File: src/rtl/memoria_dados.sv
// memoria_dados: single-port data memory for the MEM stage.
// Stores complete in one cycle and loads in two; each response is a
// one-cycle pulse with no backpressure. Words are indexed by
// req_addr[7:2], wrapping modulo DEPTH.
// Optional feature: define MEMORIA_DADOS_MISALIGN_TRAP_EN to reject
// accesses with req_addr[1:0] != 0. The memory is left untouched and
// resp_err is raised. Without it, the two low address bits are ignored.
module memoria_dados #(
    parameter int DEPTH = 64
) (
    input  logic        clk,
    input  logic        rst,
    input  logic        req_valid,
    output logic        req_ready,
    input  logic        req_we,
    input  logic [7:0]  req_addr,
    input  logic [31:0] req_wdata,
    output logic        resp_valid,
    output logic [31:0] resp_rdata,
    output logic        resp_err,
    output logic [7:0]  out_valor
);

    localparam int AW = (DEPTH > 1) ? $clog2(DEPTH) : 1;

    typedef enum logic [1:0] {
        IDLE = 2'd0,
        READ = 2'd1,
        RESP = 2'd2
    } state_t;

    state_t state;

    // Contents start at zero on power-up only; rst never clears them.
    logic [31:0] mem [DEPTH] = '{default: 32'h0};

    logic [AW-1:0] word_idx;
    logic [AW-1:0] load_idx;
    logic          accept;
    logic          misaligned;
    logic          do_write;

    assign word_idx = AW'({26'd0, req_addr[7:2]} % 32'(DEPTH));
    assign accept   = req_valid && req_ready && !rst;

`ifdef MEMORIA_DADOS_MISALIGN_TRAP_EN
    assign misaligned = (req_addr[1:0] != 2'b00);
`else
    logic unused_addr_lsbs;
    assign unused_addr_lsbs = ^req_addr[1:0];
    assign misaligned       = 1'b0;
`endif

    assign do_write = accept && req_we && !misaligned;

    // Store data lands on the accept edge; rst does not touch the array.
    always_ff @(posedge clk) begin
        if (do_write) begin
            mem[word_idx] <= req_wdata;
        end
    end

    // Request/response sequencing with registered handshake and response outputs.
    always_ff @(posedge clk or posedge rst) begin
        if (rst) begin
            state      <= IDLE;
            req_ready  <= 1'b1;
            resp_valid <= 1'b0;
            resp_err   <= 1'b0;
            resp_rdata <= 32'h0;
            out_valor  <= 8'h0;
            load_idx   <= '0;
        end else begin
            case (state)
                IDLE: begin
                    if (accept) begin
                        req_ready <= 1'b0;
                        if (misaligned) begin
                            state      <= RESP;
                            resp_valid <= 1'b1;
                            resp_err   <= 1'b1;
                            resp_rdata <= 32'h0;
                        end else if (req_we) begin
                            state      <= RESP;
                            resp_valid <= 1'b1;
                            resp_rdata <= 32'h0;
                            out_valor  <= req_wdata[7:0];
                        end else begin
                            state    <= READ;
                            load_idx <= word_idx;
                        end
                    end
                end
                READ: begin
                    state      <= RESP;
                    resp_valid <= 1'b1;
                    resp_rdata <= mem[load_idx];
                    out_valor  <= mem[load_idx][7:0];
                end
                RESP: begin
                    state      <= IDLE;
                    req_ready  <= 1'b1;
                    resp_valid <= 1'b0;
                    resp_err   <= 1'b0;
                end
                default: begin
                    state      <= IDLE;
                    req_ready  <= 1'b1;
                    resp_valid <= 1'b0;
                    resp_err   <= 1'b0;
                end
            endcase
        end
    end

endmodule

File: config.mk
export PLATFORM = sky130hd
export DESIGN_NAME = memoria_dados
export DESIGN_NICKNAME = d
export VERILOG_FILES = /design/src/rtl/memoria_dados.sv
export SDC_FILE = /design/constraint.sdc
export NUM_CORES = 2
export LEC_CHECK = 0
export BUFFER_PORTS_ARGS = -buffer_cell sky130_fd_sc_hd__buf_2
export CAP_MARGIN = 20
export CELL_PAD_IN_SITES_DETAIL_PLACEMENT = 1
export CELL_PAD_IN_SITES_GLOBAL_PLACEMENT = 1
export CORE_MARGIN = 2
export CORE_UTILIZATION = 30
export CTS_CLUSTER_SIZE = 10
export DETAILED_ROUTE_END_ITERATION = 8
export PLACE_DENSITY = 0.54
export SYNTH_ARGS = -nofsm -noshare
export SYNTH_HDL_FRONTEND = slang
export SYNTH_SLANG_ARGS = --single-unit
File: constraint.sdc
create_clock -name clk -period 3.61 [get_ports clk]
set_input_delay 0.1805 -clock clk [delete_from_list [all_inputs] [get_ports clk]]
set_output_delay 0.1805 -clock clk [all_outputs]
set_load 0.01 [all_outputs]
==> impl_metrics.env <==
export IMPL_switching_share_pct=26.19
export IMPL_wire_per_inst_um=31.62
export IMPL_final_net_count=4043
export IMPL_vdd_drop_max_v=0.0003714
export IMPL_finalHoldViolCount=0
export IMPL_ys_seq_area_share_pct=78.21
export IMPL_viasPerCell=5.126
export IMPL_core_area_um2=265600
export IMPL_pre_cts_slack_ns=0.3376
export IMPL_numCtsBuffers=232
export IMPL_die_x_um=521.1
export IMPL_end_kind="flop"
export IMPL_slew_headroom_pct=28.74
export IMPL_num_rows=189
export IMPL_critPathMaxStageDelay_ns=0.76
export IMPL_clockRootBuffer="clkbuf_16"
export IMPL_synth_fp_nets=3600
export IMPL_netlist_instances=3556
export IMPL_tightest_slew_ns=1.069
export IMPL_critical_path_arrival_ns=3.98
export IMPL_cts_buffer_depth=3
export IMPL_clkTransAtPathRegs_ns=0.06
export IMPL_grt_util_all_layers_pct=17.80
export IMPL_clk_insertion_delay_late_ns=0.87
export IMPL_final_layout_size_suffix_gt1_share_pct=29.50
export IMPL_finalNonFillerCells=7683
export IMPL_antenna_found_initial=19
export IMPL_synth_warnings=0
export IMPL_portBuffers=83
export IMPL_slowest_stage="dfrtp_4"
export IMPL_pwr_share_comb_pct=17.2
export IMPL_dieArea_um2=271600
export IMPL_setup_violations=0
export IMPL_ant_nets=0
export IMPL_num_fill_cells=25560
export IMPL_setup_tns_ns=0
export IMPL_pin_count=87
export IMPL_cts_sinks=2098
export IMPL_path_class="reg2reg"
export IMPL_dp_cells=7244
export IMPL_path_buf_inv=3
export IMPL_multiInputGateArea_um2=16960
export IMPL_cap_violations=0
export IMPL_hold_ws_ns=0.04930
export IMPL_synth_edff_count=2048
export IMPL_drtIter0Drc=4161
export IMPL_final_common_cell="edfxtp_1"
export IMPL_synth_distinct_cells=61
export IMPL_dp_hpwl_um=139500
export IMPL_timing_final_crit_period_ns=3.257
export IMPL_place_gp_congestion=0.7530
export IMPL_firstDrtPassIters=5
export IMPL_p_total_mw=59.11
export IMPL_status="finished clean"
export IMPL_routed_wl_um=242900
export IMPL_rsz0062_at_grt="no"
export IMPL_path_common_cell="buf_12"
export IMPL_start_util_pct=30.21
export IMPL_startpoint_type="flop"
export IMPL_finalCritPeriodShare_pct=90.22
export IMPL_syn_cell_area_um2=80230
export IMPL_max_freq_mhz=307.0
export IMPL_grt_start_max_net_pins=65
export IMPL_dr_total_vias=39380
export IMPL_yosys_register_bits=2098
export IMPL_fin_worst_skew_ns=0.05798
export IMPL_cts_tree="built"
export IMPL_grt_pass1_vias=41760
export IMPL_seqPwrFrac_pct=46.7
export IMPL_setup_ws_ns=0.3531
export IMPL_p_per_area_nw_per_um2=622.2
export IMPL_die_h_um=521.1
export IMPL_p_int_mw=43.63
export IMPL_slew_violations=0
export IMPL_async_reset_ff_share_pct=2.383
export IMPL_clkPwrFrac_pct=36.1
export IMPL_crit_required_ns=4.33
export IMPL_hold_path_class="in2reg"
export IMPL_post_cts_buffers=0
export IMPL_path_cells="buf_12 > buf_12 > buf_4 > mux4_2 > mux2_2 > o22ai_1 > a21oi_1 > nand2_1 > nand3_1"
export IMPL_p_sw_mw=15.48
export IMPL_final_cell_mix="2048 x edfxtp_1, 507 x mux4_2, 235 x clkbuf_16, 165 x buf_4, 161 x mux2i_1"
export IMPL_crit_fanout=17
export IMPL_synth_flop_cell="edfxtp_1"
export IMPL_htree_levels=4
export IMPL_drc_errors=0
export IMPL_syn_avg_cell_area_um2=22.56
export IMPL_leakagePower_nw=29.32
export IMPL_synthToLayoutAreaGrowth_pct=18.41
export IMPL_regArea_um2=62770
export IMPL_grt_pass1_wl_um=338400
export IMPL_cp_top_family="multiplexers"
export IMPL_grt_overflow=0
[final cells by class]
class                   instances  area share, %
clock buffers                 358          6.718
diodes                          8        0.02107
inverters                       7        0.03029
well taps                    3533          4.653
repair buffers                395          4.396
multi-input cells            1265          17.85
clock inverters                19         0.2608
flip-flops and latches       2098          66.07
[logic make-up after synthesis]
family / share of synthesized area [%]
DFF: 78.21
and+or+nand+nor: 1.879
buffers and inverters: 1.287
muxes: 16.58
AOI/OAI and AO/OA: 2.040
other: 0.004674
[sequential cells by signal, indices dropped and copies added (netlist names)]
register	count
resp_valid	1
mem	2048
req_ready	1
state	2
resp_rdata	32
load_idx	6
out_valor	8
[power by group through the flow]
stage                     Sequential, mW  Combinational [mW]  Clock (mW)
after floorplan                     27.7                6.29           0
after global placement              28.1                10.1           0
after detailed placement            28.1                10.2           0
after CTS                           27.6                10.3        21.8
after global routing                27.6                10.8        22.6
final                               27.6                10.2        21.3
[stage by stage]
step	cell area [um^2]	util [%]
after CTS	94620	35.63
after global routing	94990	35.77
after global placement	87650	33.01
final	95000	35.77
after floorplan	80230	-
after detailed placement	87690	33.02
[repair_timing]
| action | CTS | global route |
|---|---|---|
| gates resized for setup | 0 | 0 |
| hold endpoints to repair | 515 | 704 |
| hold buffers | 30 | 12 |
[cell usage after synthesis (all sizes together) (3+ instances only)]
library cell	n	area, um^2
nor2	96	360.4
inv	5	18.77
nand3b	5	37.54
or3	6	37.54
nand2	86	322.8
o211ai	5	37.54
and2	5	31.28
and3	5	31.28
o221ai	13	113.9
a22oi	25	187.7
a2111oi	11	96.34
dfrtp	49	1226
nor2b	29	181.4
buf	121	762.0
nor3	8	40.04
a221o	5	50.05
o21ai	21	105.1
nand3	58	290.3
o22ai	51	319.1
a31oi	7	43.79
a21oi	67	335.3
a211oi	13	97.59
a21o	5	37.54
nor4	3	18.77
mux2i	161	1612
or2	3	18.77
o31ai	3	22.52
mux4	507	11420
clkbuf	65	244.0
nand2b	11	68.82
a22o	3	26.28
mux2	24	270.3
a221oi	3	26.28
edfxtp	2048	61500
[path summary, 6_finish.rpt]
check / startpoint / to / slack, ns / cells after the start
max in group asynchronous: rst / req_ready$_DFFE_PP1P_ / 2.59 / 4
min: req_wdata[20] / mem[36][20]$_DFFE_PP_ / 0.05 / 1
max reg2reg: load_idx[0]$_DFFE_PP0P_ / resp_rdata[11]$_DFFE_PP0P_ / 0.35 / 9
max: load_idx[0]$_DFFE_PP0P_ / resp_rdata[11]$_DFFE_PP0P_ / 0.35 / 9
min in group asynchronous: rst / state[0]$_DFFE_PP0N_ / 0.11 / 3
min reg2reg: resp_rdata[1]$_DFFE_PP0P_ / resp_rdata[1]$_DFFE_PP0P_ / 0.49 / 2
[worst reg2reg max path: stages, from the launching register on]
cell and delay, ns:
dfrtp_4 0.76, buf_12 0.25, buf_12 0.20, buf_4 0.32
mux4_2 0.54, mux2_2 0.29, o22ai_1 0.26, a21oi_1 0.08
nand2_1 0.31, nand3_1 0.11
[routing by layer]
metal | routed length [um] | track usage (%)
met3 | 13200 | 2.596
met2 | 120300 | 29.62
met1 | 105100 | 24.66
met5 | 21 | 0
met4 | 4263 | 4.070
Power figures use the tool's default switching activity.
